==> src/rtl/bit_framer6.sv <==
// rtl/bit_framer6.sv - serial-to-parallel word framer with single-entry output slot
module bit_framer6 #(
   parameter int WIDTH = 6
) (
   input  logic                     clk,
   input  logic                     rst,
   input  logic                     bit_in,
   input  logic                     bit_valid,
   input  logic                     flush,
   input  logic                     clr_ovf,
   input  logic                     out_ready,
   output logic [WIDTH-1:0]         data_out,
   output logic                     data_valid,
   output logic [$clog2(WIDTH)-1:0] bit_cnt,
   output logic                     overflow,
   output logic [7:0]               word_cnt
);

   localparam int CW = $clog2(WIDTH);

   typedef enum logic {
      S_EMPTY = 1'b0,
      S_FULL  = 1'b1
   } slot_state_e;

   slot_state_e      state_q, state_d;
   logic [WIDTH-1:0] sr_q, sr_d;
   logic [CW-1:0]    cnt_q, cnt_d;
   logic [WIDTH-1:0] data_q, data_d;
   logic             ovf_q, ovf_d;
   logic [7:0]       wcnt_q, wcnt_d;

   logic             accept;
   logic             complete;
   logic [WIDTH-1:0] word_new;
   logic             load;
   logic             drop;

   // A flush on the same edge as a bit discards that bit.
   assign accept   = bit_valid & ~flush;
   assign complete = accept && (cnt_q == CW'(WIDTH - 1));
   // MSB-first: the earliest bit ends up in the top position after WIDTH shifts.
   assign word_new = {sr_q[WIDTH-2:0], bit_in};

   // Output slot FSM: decide whether a completed word is loaded, dropped, or the slot drains.
   always_comb begin
      state_d = state_q;
      load    = 1'b0;
      drop    = 1'b0;
      case (state_q)
         S_EMPTY: begin
            if (complete) begin
               load    = 1'b1;
               state_d = S_FULL;
            end
         end
         S_FULL: begin
            if (complete) begin
               if (out_ready) begin
                  load = 1'b1;
               end else begin
                  drop = 1'b1;
               end
            end else if (out_ready) begin
               state_d = S_EMPTY;
            end
         end
         default: state_d = S_EMPTY;
      endcase
   end

   // Shift register, bit counter, held word, sticky overflow and load counter next-state.
   always_comb begin
      sr_d   = sr_q;
      cnt_d  = cnt_q;
      data_d = data_q;
      ovf_d  = ovf_q;
      wcnt_d = wcnt_q;

      if (flush) begin
         sr_d  = '0;
         cnt_d = '0;
      end else if (bit_valid) begin
         sr_d  = word_new;
         cnt_d = complete ? '0 : cnt_q + 1'b1;
      end

      if (load) begin
         data_d = word_new;
         wcnt_d = wcnt_q + 8'd1;
      end

      // A drop on the same edge as a clear leaves the flag set.
      if (drop) begin
         ovf_d = 1'b1;
      end else if (clr_ovf) begin
         ovf_d = 1'b0;
      end
   end

   // State registers with asynchronous reset discarding all partial and held data.
   always_ff @(posedge clk or posedge rst) begin
      if (rst) begin
         state_q <= S_EMPTY;
         sr_q    <= '0;
         cnt_q   <= '0;
         data_q  <= '0;
         ovf_q   <= 1'b0;
         wcnt_q  <= 8'd0;
      end else begin
         state_q <= state_d;
         sr_q    <= sr_d;
         cnt_q   <= cnt_d;
         data_q  <= data_d;
         ovf_q   <= ovf_d;
         wcnt_q  <= wcnt_d;
      end
   end

   assign data_out   = data_q;
   assign data_valid = (state_q == S_FULL);
   assign bit_cnt    = cnt_q;
   assign overflow   = ovf_q;
   assign word_cnt   = wcnt_q;

endmodule

==> config.mk <==
export PLATFORM = sky130hd
export DESIGN_NAME = bit_framer6
export DESIGN_NICKNAME = d
export VERILOG_FILES = /design/src/rtl/bit_framer6.sv
export SDC_FILE = /design/constraint.sdc
export NUM_CORES = 1
export LEC_CHECK = 0
export ABC_AREA = 1
export CORE_MARGIN = 4
export CORE_UTILIZATION = 45
export DETAILED_ROUTE_END_ITERATION = 10
export PLACE_DENSITY_LB_ADDON = 0.25
export SETUP_SLACK_MARGIN = 0.3
export SYNTH_ARGS = -nofsm -noshare
export SYNTH_HDL_FRONTEND = slang
export SYNTH_SLANG_ARGS = --single-unit
==> constraint.sdc <==
create_clock -name clk -period 3.1 [get_ports clk]
set_input_delay 0.62 -clock clk [delete_from_list [all_inputs] [get_ports clk]]
set_output_delay 0.62 -clock clk [all_outputs]
set_load 0.03 [all_outputs]
### Word-level counts from Yosys, hierarchy flattened

Cells that the tools add are included.

| word-level totals | value |
|---|---|
| register bits after elaboration | 24 |
| word-level logic and storage cells | 31 |
| bits of input ports | 7 |
| output and inout port bits | 19 |

| cells by class | value |
|---|---|
| reductions and logical operators | 3 |
| $add $sub $neg | 2 |
| mux-type cells | 16 |
| equal/unequal tests | 1 |
| bitwise logic cells | 3 |

Operators with widths:

| kind | count |
|---|---|
| $mux W5 | 2 |
| $mux W1 | 9 |
| $mux W3 | 3 |
| $add A8 B1 Y8 const B | 1 |
| $pmux W1 S2 | 2 |
| $reduce_bool A2 Y1 | 2 |
| $add A3 B1 Y3 const B | 1 |
| $eq A3 B3 Y1 const B | 1 |
| $not A1 Y1 | 2 |
| $and A1 B1 Y1 | 1 |
| $logic_and A1 B1 Y1 | 1 |

### Longest topological paths before layout

| logic depth | value |
|---|---|
| word-level depth | 6 |
| gate-level depth with buffers | 9 |
| gate-level depth less buffers | 9 |

### Worst setup path before layout

No wires, ideal clock.

| path | value |
|---|---|
| kind | reg2reg |
| start point | register cnt_q[0] (netlist: bit_cnt[0]) |
| end point | register wcnt_q[0] (netlist: word_cnt[0]) |
| stages on the path, launching flop included | 7 |
| period minus slack after synthesis | 1.430 ns |
| setup slack | 1.670 ns |
| buffers on the path | 1 |
| arrival | 1.307 ns |
| library setup time | 0.123 ns |
| required time | 2.977 ns |
| cell sequence | dfrtp_1 ha_1 nand2_2 nor2_2 nand2_2 buf_6 xor2_1 |

| on the way | value |
|---|---|
| longest elaborated chain between the ends | 4 |
| elaborated cells between the ends (all ways) | 5 |
| classes of those cells | eq/ne (1); mux (3); reduce/logical (1) |

Ends and longest elaborated chain:

| what | RTL line | text |
|---|---|---|
| start, declared | 28 | `logic [CW-1:0] cnt_q, cnt_d;` |
| start signal, assigned | 113 | `cnt_q <= cnt_d;` |
| $eq A3 B3 Y1 (*) | 41 | `assign complete = accept && (cnt_q == CW'(WIDTH - 1));` |
| $logic_and A1 B1 Y1 (*) | 41 |  |
| $mux W1 (on tied branches) | 58, 52 |  |
| $pmux W1 S2 (*) | 50 | `case (state_q)` |
| end signal, assigned | 116 | `wcnt_q <= wcnt_d;` |
| end, declared | 31 | `logic [7:0] wcnt_q, wcnt_d;` |

Mark *: on every way between the ends. The rest lies on a longest branch, timed or not.
A chain may end at the register's enable or synchronous reset.

### Worst setup path after layout

| path | value |
|---|---|
| start point | register cnt_q[2] (netlist: bit_cnt[2]) |
| end point | output bit_cnt[2] |

RTL lines:

| what | RTL line | text |
|---|---|---|
| end, declared | 14 | `output logic [$clog2(WIDTH)-1:0] bit_cnt,` |

No word-level cell between the ends.

==> flow_summary.toml <==
[outcome]
outcome = "complete, no violations"

[timing]
clock_skew_ns = 0.00116
min_period_ns = 2.11
setup_viol = 0
finalHoldViolations = 0
rsz0062_at_grt = "no"
fin_crit_sh_pct = 68.1
relSlewSlack_pct = 41.5
slew_violations = 0
fmax_mhz = 474
setup_tns_ns = 0
worst_slew_pin_slew_ns = 0.876

[synthesis]
ys_types = 17
synth_async_sr_flop_share_pct = 100
ys_warn_count = 0
synth_top_area_share_pct = 53.3
synth-main-ff-cell = "dfrtp_1"
avgSynthCellArea_um2 = 8.95
synth_area_leaders = "dfrtp_1 53%, nand2_1 14%, o21ai_2 5.4%, inv_1 5.3%, o22ai_1 3.9%"
yosysMostFrequentCell = "nand2_1"
synth_seq_area_share_pct = 53.3
synth_edf_count = 0
synth.cell_area_mm2 = 0.00113
synth_nets = 136
ys_seq_elements = 24
synth_area_leader_cell = "dfrtp_1"
synth_commonest_cells = "41 x nand2_1, 24 x dfrtp_1, 16 x inv_1"
syn-instance-count = 126

[worst_setup_path]
r2r_slack_ns = 1.45
r2r-end = "word_cnt[3]"
worstReg2RegStart = "bit_cnt[1]"
cp.required_ns = 2.48
cp.arrival_ns = 1.49
cpMaxStageDelayCell = "clkdlybuf4s50_1"
path_class = "register to output pin"
crit_path_start_kind = "register"
rr_worst_depth = 9
cp_max_fo = 5
crit_chain = "clkdlybuf4s50_1"
worst_path_dominant_cell_family = "buffers and inverters"
critPathBufInv = 1
critPathMaxStageDelay_ns = 0.71
end_kind = "output pin"

[route]
vias = 889
viasPerCell = 4.91
drtIter0Drc = 21
final_antenna_net_count = 0
wl_per_cell_um = 12.1
wirelength_um = 2190
drc = 0
drtPass1Iterations = 4

[clocking]
clock_latency_ns = 0.32
numCtsBuffers = 3
cts-root-buf = "clkbuf_4"
cts.path.max_buffers = 2
numClockSinks = 24
holdBufCountCts = 0
post_cts_buffers = 0
cts_tree = "built"
clk_pin_slew_ns = 0.14
ctsResizeCount = 0
cts_htree_levels = 1

[place]
dpl.hpwl_um = 1620
dp.cells = 177
port_buffers = 25
place.gp.congestion = 0.804

[final_layout]
n_antenna_cell = 0
filler_cell_count = 200
syn_to_final_growth_pct = 28.0
num-nets-final = 164
stdcell_count = 181
drive_gt1_share_pct = 11.8

[power_and_ir_drop]
seq_power_share_pct = 52.3
p_leak_nw = 0.657
p_sw_share_pct = 23.6
ir_drop_mv = 0.315
power_frac_clock_pct = 36.2
comb_power_share_pct = 11.5
internal_power_mw = 0.483
cellPowerDensity_mw_per_mm2 = 438
p_switching_mw = 0.149

[global_routing]
grt_pass1_wl_um = 3840
grt_max_degree = 25
grt.busiest_layer = "met2"
grt_pass1_vias = 918
antenna_found_initial = 0
grt-ovfl-total = 0
use_met2_pct = 26.0
grt_use_met1_pct = 17.5
use_met3_pct = 2.90
grtUsageTotal_pct = 14.6

[run]
maxCapViolations = 0

[die]
io_pins = 26
fp.dieW_um = 58.1
rows = 17
core_area_mm2 = 0.00230
start_util_pct = 49.1
die_h_um = 58.1
die_area_mm2 = 0.00337

[min_path]
min-delay-start = "data_out[1]"
min_to = "data_out[1]"
worst_hold_path_type = "register to register"
holdPathStages = 2
worst max-delay path by stage:
| stage | startpoint | depth (start not counted) | end |
|---|---|---|---|
| 6_report | bit_cnt[2] | 1 | bit_cnt[2] |
| 5_1_grt | word_cnt[2] | 1 | word_cnt[2] |
| 4_1_cts | word_cnt[2] | 1 | word_cnt[2] |
| 3_5_place_dp | bit_valid | 8 | word_cnt[3] |
| 3_3_place_gp | bit_valid | 8 | word_cnt[3] |
| 2_1_floorplan | bit_cnt[0] | 6 | word_cnt[0] |
cells by family (layout without fill, tap and decap cells):
| logic type | after synthesis | count (layout) | synth area share (%) |
|---|---|---|---|
| xor+xnor | 4 | 4 | 3.11 |
| flops | 24 | 24 | 53.3 |
| fa+ha+maj | 3 | 3 | 3.33 |
| compound gates | 16 | 16 | 10.2 |
| simple gates | 59 | 59 | 22.1 |
| buf+inv | 20 | 47 | 7.99 |
power by group through the flow:
stage / clock network, mW / logic (mW) / registers, mW
global route: 0.244 / 0.0792 / 0.333
finish: 0.229 / 0.0724 / 0.331
global placement: 0 / 0.0713 / 0.336
detailed placement: 0 / 0.0737 / 0.337
CTS: 0.231 / 0.0739 / 0.331
floorplan: 0 / 0.0265 / 0.351
metrics by stage:
| stage | instance area, um^2 | utilization (%) | setup slack, ns | hold slack, ns | total power, mW |
|---|---|---|---|---|---|
| global placement | 1390 | 60.5 | 0.993 | 0.468 | 0.407 |
| floorplan | 1130 | - | 1.67 | 0.492 | 0.378 |
| finish | 1440 | 62.8 | 0.988 | 0.501 | 0.632 |
| global route | 1440 | 62.8 | 0.907 | 0.536 | 0.656 |
| detailed placement | 1390 | 60.5 | 0.936 | 0.470 | 0.410 |
| CTS | 1440 | 62.8 | 0.978 | 0.502 | 0.636 |
sequential cells by signal, summed over array words and instances, names as in the netlist:
register	flops
overflow	1
data_valid	1
sr_q	5
bit_cnt	3
data_out	6
word_cnt	8
cell type report:
type / instances / area, um^2 / share of cell area (%)
inverter: 18 / 67.6 / 4.68
multi-input combinational: 82 / 437 / 30.3
tap: 28 / 35.0 / 2.43
clock inverter: 1 / 30.0 / 2.08
clock buffer: 3 / 22.5 / 1.56
timing repair buffer: 25 / 250 / 17.3
sequential: 24 / 601 / 41.6
metal layers:
metal  share of wire, %  up-vias
met5                  0        -
met4                1.6        0
met3                4.6        5
met2                 49       24
met1                 45      410
li1                   -      450
layout by cell type (no fill, tap or decap), drive strengths merged, types with 6 or more instances in the layout:
| master | count |
|---|---|
| nand2 | 44 |
| clkdlybuf4s50 | 25 |
| dfrtp | 24 |
| inv | 18 |
| o21ai | 9 |
| o22ai | 7 |
| nand3 | 7 |
| nor2 | 6 |
No activity file was read; power rests on OpenSTA's default activity.
